==> src/rtl/vram_clear_sequencer.sv <==
`default_nettype none
// ============================================================================
// Module   : vram_clear_sequencer
// Purpose  : Fills text VRAM (whole screen or one line) with blank cells and
//            merges CPU cell writes onto the same registered VRAM write port.
// Revision : 1.0 - initial release
// ============================================================================
module vram_clear_sequencer #(
  parameter int          COLS       = 80,
  parameter int          ROWS       = 30,
  parameter int          ADDR_W     = 12,
  parameter logic [7:0]  BLANK_CHAR = 8'h20,
  localparam int         ROW_W      = (ROWS > 1) ? $clog2(ROWS) : 1
) (
  input  logic              clk,
  input  logic              rst,
  input  logic              clear_start,
  input  logic              mode,
  input  logic [ROW_W-1:0]  cursor_row,
  input  logic [15:0]       color_data,
  input  logic              cpu_we,
  input  logic [ADDR_W-1:0] cpu_addr,
  input  logic [23:0]       cpu_wdata,
  output logic              cpu_ready,
  output logic              vram_we,
  output logic [ADDR_W-1:0] vram_addr,
  output logic [23:0]       vram_wdata,
  output logic              busy,
  output logic              done
);

  localparam logic [1:0] C_IDLE  = 2'd0;
  localparam logic [1:0] C_CLEAR = 2'd1;
  localparam logic [1:0] C_DONE  = 2'd2;

  localparam logic [ADDR_W-1:0] C_COLS      = ADDR_W'(COLS);
  localparam logic [ADDR_W-1:0] C_LAST_CELL = ADDR_W'(COLS * ROWS - 1);
  localparam logic [ADDR_W-1:0] C_ONE       = ADDR_W'(1);

  logic [1:0]        state_q, state_d;
  logic              start_q;
  logic              start_edge;
  logic              row_invalid;

  logic              mode_q, mode_d;
  logic [ROW_W-1:0]  row_q, row_d;
  logic [15:0]       color_q, color_d;

  logic              vram_we_q, vram_we_d;
  logic [ADDR_W-1:0] vram_addr_q, vram_addr_d;
  logic [23:0]       vram_wdata_q, vram_wdata_d;

  logic [ADDR_W-1:0] start_addr;
  logic [ADDR_W-1:0] last_addr;

  assign start_edge  = clear_start & ~start_q;
  assign row_invalid = (int'(cursor_row) >= ROWS);

  // First address comes from the live inputs (same cycle they are latched);
  // the end address is derived from the latched copies for the whole run.
  assign start_addr = mode ? (ADDR_W'(cursor_row) * C_COLS) : '0;
  assign last_addr  = mode_q ? (ADDR_W'(row_q) * C_COLS + C_COLS - C_ONE)
                             : C_LAST_CELL;

  // --------------------------------------------------------------------------
  // State register
  // --------------------------------------------------------------------------
  always_ff @(posedge clk or posedge rst) begin
    if (rst) begin
      state_q <= C_IDLE;
    end else begin
      state_q <= state_d;
    end
  end

  // --------------------------------------------------------------------------
  // Next-state logic
  // --------------------------------------------------------------------------
  always_comb begin
    state_d = state_q;
    unique case (state_q)
      C_IDLE: begin
        if (start_edge) begin
          state_d = (mode && row_invalid) ? C_DONE : C_CLEAR;
        end
      end
      C_CLEAR: begin
        if (vram_addr_q == last_addr) begin
          state_d = C_DONE;
        end
      end
      C_DONE: begin
        state_d = C_IDLE;
      end
      default: begin
        state_d = C_IDLE;
      end
    endcase
  end

  // --------------------------------------------------------------------------
  // Output and datapath next-value logic
  // --------------------------------------------------------------------------
  always_comb begin
    cpu_ready    = 1'b1;
    busy         = 1'b0;
    done         = 1'b0;
    mode_d       = mode_q;
    row_d        = row_q;
    color_d      = color_q;
    vram_we_d    = 1'b0;
    vram_addr_d  = vram_addr_q;
    vram_wdata_d = vram_wdata_q;

    unique case (state_q)
      C_IDLE: begin
        if (start_edge) begin
          // A clear wins over a simultaneous CPU write; the CPU keeps holding.
          cpu_ready = 1'b0;
          mode_d    = mode;
          row_d     = cursor_row;
          color_d   = color_data;
          if (!(mode && row_invalid)) begin
            vram_we_d    = 1'b1;
            vram_addr_d  = start_addr;
            vram_wdata_d = {BLANK_CHAR, color_data};
          end
        end else if (cpu_we) begin
          vram_we_d    = 1'b1;
          vram_addr_d  = cpu_addr;
          vram_wdata_d = cpu_wdata;
        end
      end
      C_CLEAR: begin
        cpu_ready = 1'b0;
        busy      = 1'b1;
        if (vram_addr_q != last_addr) begin
          vram_we_d    = 1'b1;
          vram_addr_d  = vram_addr_q + C_ONE;
          vram_wdata_d = {BLANK_CHAR, color_q};
        end
      end
      C_DONE: begin
        done = 1'b1;
        if (cpu_we) begin
          vram_we_d    = 1'b1;
          vram_addr_d  = cpu_addr;
          vram_wdata_d = cpu_wdata;
        end
      end
      default: begin
        cpu_ready = 1'b0;
      end
    endcase
  end

  // --------------------------------------------------------------------------
  // Datapath registers
  // --------------------------------------------------------------------------
  always_ff @(posedge clk or posedge rst) begin
    if (rst) begin
      // start_q resets high so a level held through reset is not an edge.
      start_q      <= 1'b1;
      mode_q       <= 1'b0;
      row_q        <= '0;
      color_q      <= '0;
      vram_we_q    <= 1'b0;
      vram_addr_q  <= '0;
      vram_wdata_q <= '0;
    end else begin
      start_q      <= clear_start;
      mode_q       <= mode_d;
      row_q        <= row_d;
      color_q      <= color_d;
      vram_we_q    <= vram_we_d;
      vram_addr_q  <= vram_addr_d;
      vram_wdata_q <= vram_wdata_d;
    end
  end

  assign vram_we    = vram_we_q;
  assign vram_addr  = vram_addr_q;
  assign vram_wdata = vram_wdata_q;

endmodule
`default_nettype wire

==> config.mk <==
export PLATFORM = sky130hd
export DESIGN_NAME = vram_clear_sequencer
export DESIGN_NICKNAME = d
export VERILOG_FILES = /design/src/rtl/vram_clear_sequencer.sv
export SDC_FILE = /design/constraint.sdc
export NUM_CORES = 1
export LEC_CHECK = 0
export CAP_MARGIN = 30
export CORE_ASPECT_RATIO = 1.75
export CORE_MARGIN = 1
export CORE_UTILIZATION = 35
export CTS_BUF_LIST = sky130_fd_sc_hd__clkbuf_16
export CTS_CLUSTER_SIZE = 24
export DETAILED_ROUTE_END_ITERATION = 12
export PLACE_DENSITY = 0.66
export SYNTH_ARGS = -nofsm -noshare
export SYNTH_HDL_FRONTEND = slang
export SYNTH_SLANG_ARGS = --single-unit
==> constraint.sdc <==
create_clock -name clk -period 8.6 [get_ports clk]
set_clock_uncertainty 0.2 [all_clocks]
set_input_delay 0.86 -clock clk [delete_from_list [all_inputs] [get_ports clk]]
set_output_delay 0.86 -clock clk [all_outputs]
set_load 0.05 [all_outputs]
=== Word-level counts from Yosys, hierarchy flattened ===
Index checks and enable logic that the tools add are counted.

* Flip-flop bits (word level): 62
* Output and inout bits: 40
* Word-level logic and storage cells: 55

* $add $sub $neg: 3
* Multipliers: 2
* Magnitude comparators: 1
* Eq/ne operators: 8
* Mux-type cells: 25
* Bitwise operators: 2
* Reduce and logical (&&, ||, !) cells: 6

{| class="wikitable"
|+ Operator list
! operator !! number
|-
| 24-bit two-way mux || 4
|-
| 12-bit two-way mux || 6
|-
| 24-bit one-hot mux with 3 select lines || 1
|-
| 12-bit one-hot mux with 3 select lines || 1
|-
| 5-bit by 3-bit multiplier with 8-bit output, second input constant || 2
|-
| 12-bit by 1-bit adder with 12-bit output, second input constant || 1
|-
| 12-bit by 7-bit adder with 12-bit output, second input constant || 1
|-
| 12-bit equality test || 1
|-
| 12-bit != test || 1
|-
| 12-bit by 1-bit subtractor with 12-bit output, second input constant || 1
|-
| 1-bit two-way mux || 7
|-
| 2-bit two-way mux || 3
|-
| 2-bit != test, second input constant || 3
|-
| 5-bit >= comparator, second input constant || 1
|-
| 2-bit one-hot mux with 2 select lines || 1
|-
| 2-bit AND reduction || 2
|-
| 3-bit != test, second input constant || 1
|-
| 1-bit one-hot mux with 3 select lines || 1
|-
| 3-bit AND reduction || 1
|-
| 3-bit nonzero test || 1
|-
| 2-bit by 1-bit equality test with 1-bit output, second input constant || 1
|-
| 2-bit equality test, second input constant || 1
|-
| 2-bit logical NOT || 1
|-
| 1-bit one-hot mux with 2 select lines || 1
|-
| other kinds (3) || 3
|}

=== Logic depth before layout (Yosys ltp) ===
* Depth in word-level cells: 7
* Mapped depth: 13

=== Worst setup path after synthesis ===
No wires, ideal clock.

* Path type: reg2reg
* From: register row_q[1]
* To: register vram_wdata_q[17] (netlist: vram_wdata[17])
* Library setup time: 0.122 ns
* Arrival: 3.137 ns
* Required time: 8.278 ns
* Path slack: 5.141 ns
* Stages on the path, launching flop included: 14
* Path buffers: 2
* Clock period less this slack: 3.459 ns
* Cell sequence: dfrtp_1 > ha_1 > ha_1 > inv_1 > fa_1 > xor2_2 > or3_1 > a211oi_1 > a211o_1 > nor4b_4 > or3_1 > buf_6 > buf_8 > a32o_1

* Word-level cells in the longest chain between the ends: 7

{| class="wikitable"
|+ RTL lines
! what !! line !! source
|-
| start, declared || 46 || <nowiki>logic [ROW_W-1:0] row_q, row_d;</nowiki>
|-
| start signal, assigned || 173 || <nowiki>row_q <= row_d;</nowiki>
|-
| 5-bit by 3-bit multiplier with 8-bit output || 62 || <nowiki>assign last_addr = mode_q ? (ADDR_W'(row_q) * C_COLS + C_COLS - C_ONE)</nowiki>
|-
| 12-bit by 7-bit adder with 12-bit output || 62 ||
|-
| 12-bit by 1-bit subtractor with 12-bit output || 62 ||
|-
| 12-bit two-way mux || 62 ||
|-
| 12-bit != test || 137 || <nowiki>if (vram_addr_q != last_addr) begin</nowiki>
|-
| 2-bit != test (no source line) || - ||
|-
| 3-bit AND reduction (no source line) || - ||
|-
| end signal, assigned || 177 || <nowiki>vram_wdata_q <= vram_wdata_d;</nowiki>
|-
| end, declared || 51 || <nowiki>logic [23:0] vram_wdata_q, vram_wdata_d;</nowiki>
|}

Every way passes these cells.
A chain may end at the register's enable or synchronous reset.

=== Final worst setup path ===
* From: register row_q[1]
* To: register vram_wdata_q[19] (netlist: vram_wdata[19])

The elaborated chain is that of the path after synthesis.

==> impl_metrics.tcl <==
set metrics [dict create \
    power_density_nw_per_um2 417 \
    drt_iter0_drc 293 \
    seq_power_share_pct 26.0 \
    start_util_pct 36.2 \
    dr.pass1.iters 5 \
    rr_worst_depth 11 \
    drive_gt1_share_pct 10.1 \
    p_comb_share_pct 58.0 \
    slew_violations 0 \
    diodes 0 \
    fin_area_um2 5110 \
    rows 49 \
    outcome "completed" \
    area_growth_pct 36.9 \
    p_clk_share_pct 16.0 \
    synthTopCellsByCount "61 x dfrtp_1, 27 x o21ai_0, 26 x nand2_1, 24 x mux2_2, 19 x ha_1" \
    hold_end "vram_wdata[0]" \
    end_kind "flop" \
    die_h_um 139 \
    ys_types 53 \
    die_x_um 80.1 \
    antenna_found_initial 0 \
    fin_ws_ns 3.94 \
    yosys.area.top_type "dfrtp_1" \
    hold_class "flop to flop" \
    hold_ws_ns 0.292 \
    startpoint_type "flop" \
    place_hpwl_um 7900 \
    maxCapViolCount 0 \
    peakVddDrop_mv 0.188 \
    crit_required_ns 8.66 \
    cts_root_buf "clkbuf_16" \
    postCtsSetupRepairBufs 0 \
    ys.flop_type "dfrtp_1" \
    min_path_cells 1 \
    remaining_drc_errors 0 \
    worst-path-max-fanout 25 \
    drt_wl_total_um 11200 \
    cp-startpoint "row_q[1]" \
    r2r_start "row_q[1]" \
    min_from "vram_wdata[0]" \
    worst-path-buf-inv 1 \
    grt_setup_unrepaired "false" \
    ctsHoldBuffers 0 \
    yosysSeqAreaShare_pct 41.6 \
    grt_first_pass_wirelength_um 17600 \
    fin_tns_setup_ns 0 \
    ys_seq_elements 62 \
    async_reset_ff_share_pct 100 \
    wire_per_inst_um 19.1 \
    cts_sinks 62 \
    grt_overflow 0 \
    syn_nets 441 \
    avgSynthCellArea_um2 10.4 \
    post_cts_resized 0 \
    numPortBuffers 101 \
    max_stage_delay_ns 0.82 \
    post_dp_cell_area_um2 4830 \
    clkLatencyLatePin_ns 0.32 \
    final_core_util_pct 49.6 \
    cp_cell_sequence "ha_1 > ha_1 > inv_1 > fa_1 > nand4bb_1 > a2111oi_0 > a2111oi_0 > a211o_1 > nor4b_4 > or3_1 > a32o_1" \
    internal-power_w 0.00113 \
    cts_tree "yes" \
    gp_congestion 0.891 \
    p_switching_w 0.00100 \
    final_antenna_net_count 0 \
    syn-cell-area_um2 3730 \
    grt_max_degree 63 \
    crit_slowest_cell "or3_1" \
    r2r_setup_slack_ns 3.94 \
    switching_share_pct 47.1 \
    htree_levels 3 \
    maxSlewHeadroom_pct 31.7 \
    path_class "flop to flop" \
    viasPerCell 5.84 \
    nets 535 \
    path_delay_family "simple AND/OR/NAND/NOR gates" \
    yosys-top-cells-area "dfrtp_1 41%, mux2_2 7.2%, ha_1 6.4%, a222oi_1 4.6%, o2bb2ai_1 4.2%" \
    cp.arrival_ns 4.72 \
    ys_warn_count 0 \
    synth_edf_count 0 \
    power_leakage_nw 2.09 \
    worst_slew_pin_slew_ns 1.02 \
    min_period_ns 4.66 \
    yosys.area.top_type_share_pct 40.9 \
    period_share_pct 54.2 \
    clk_pin_slew_ns 0.05 \
    vias 3408 \
    grt_usage_pct 20.7 \
    design.die.area_um2 11100 \
    cts_made_buffers 9 \
    num_io_pins 102 \
    synth_cells 358 \
    yosysMostFrequentCell "dfrtp_1" \
    pre_cts_ws_ns 4.08 \
    clock_path_buffers 2 \
    core_area_um2 10300 \
    grt_pass1_vias 3609 \
    max_clock_freq_mhz 215 \
    hold_viol_final 0 \
    setup_violations 0 \
    rr_endpoint "vram_wdata[19]" \
]
==> cell usage in the layout (no fill, tap or decap), drive strengths merged, types with 4 or more instances in the layout <==
cell / instances
clkdlybuf4s50: 101
dfrtp: 61
o21ai: 27
nand2: 26
mux2: 24
ha: 19
o2bb2ai: 18
a222oi: 17
nor2: 16
inv: 15
a21oi: 14
a32o: 9
clkbuf: 9
nand3: 7
mux2i: 7
nor3: 6
clkinv: 6
nor2b: 4
nand2b: 4
a21o: 4
a2111oi: 4
o22ai: 4
and2: 4
xor2: 4
buf: 4
==> worst max-delay path by stage <==
| stage | to | slack, ns | cells past startpoint |
|---|---|---|---|
| floorplan | vram_wdata[17] | 5.14 | 13 |
| global placement | vram_addr[8] | 4.00 | 11 |
| detailed placement | vram_wdata[19] | 4.08 | 11 |
| CTS | vram_wdata[17] | 4.03 | 11 |
| global route | vram_wdata[17] | 3.64 | 11 |
| finish | vram_wdata[19] | 3.94 | 11 |
==> power groups by stage <==
stage / Clock, W / Sequential, W / Combinational (W)
CTS: 0.000348 / 0.000553 / 0.00124
finish: 0.000341 / 0.000555 / 0.00124
global route: 0.000359 / 0.000572 / 0.00132
floorplan: 0 / 0.000772 / 0.000652
global placement: 0 / 0.000552 / 0.00119
detailed placement: 0 / 0.000555 / 0.00123
==> final cells by class <==
class / instances / area (um2)
Inverter: 15 / 56.3
Clock buffer: 9 / 225
Clock inverter: 7 / 55.1
Fill cell: 999 / 5190
Sequential cell: 62 / 1550
Timing Repair Buffer: 105 / 1070
Tap cell: 127 / 159
Multi-Input combinational cell: 259 / 1990
==> sequential cells by signal, summed over array words and instances, names as in the netlist <==
signal,count
state_q,2
vram_we,1
vram_addr,12
vram_wdata,24
color_q,16
start_q,1
row_q,5
mode_q,1
==> cells by family (layout without fill, tap and decap cells) <==
group | after synthesis | count (layout) | synth area share [%]
AND/OR/NAND/NOR | 84 | 84 | 11.8
XOR/XNOR | 7 | 7 | 1.84
flip-flops | 62 | 62 | 41.6
buffers and inverters | 37 | 136 | 4.99
adder cells (fa/ha/maj) | 21 | 21 | 7.44
multiplexers | 31 | 31 | 9.12
AO/OA/AOI/OAI | 116 | 116 | 23.2
==> stage by stage <==
stage                     total power [W]  std cells
after floorplan                   0.00142        358
after global placement            0.00175        566
after detailed placement          0.00179        568
after CTS                         0.00214        584
after global routing              0.00225        584
final                             0.00213        584
==> metal layers <==
metal	vias up	GRT usage (%)	part of all wire, %
met3	26	4.08	6.0
met2	139	37.0	53
met4	0	9.21	2.6
met1	1680	23.1	38
met5	-	0	0
li1	1563	-	-
(Power assumes the default switching activity.)
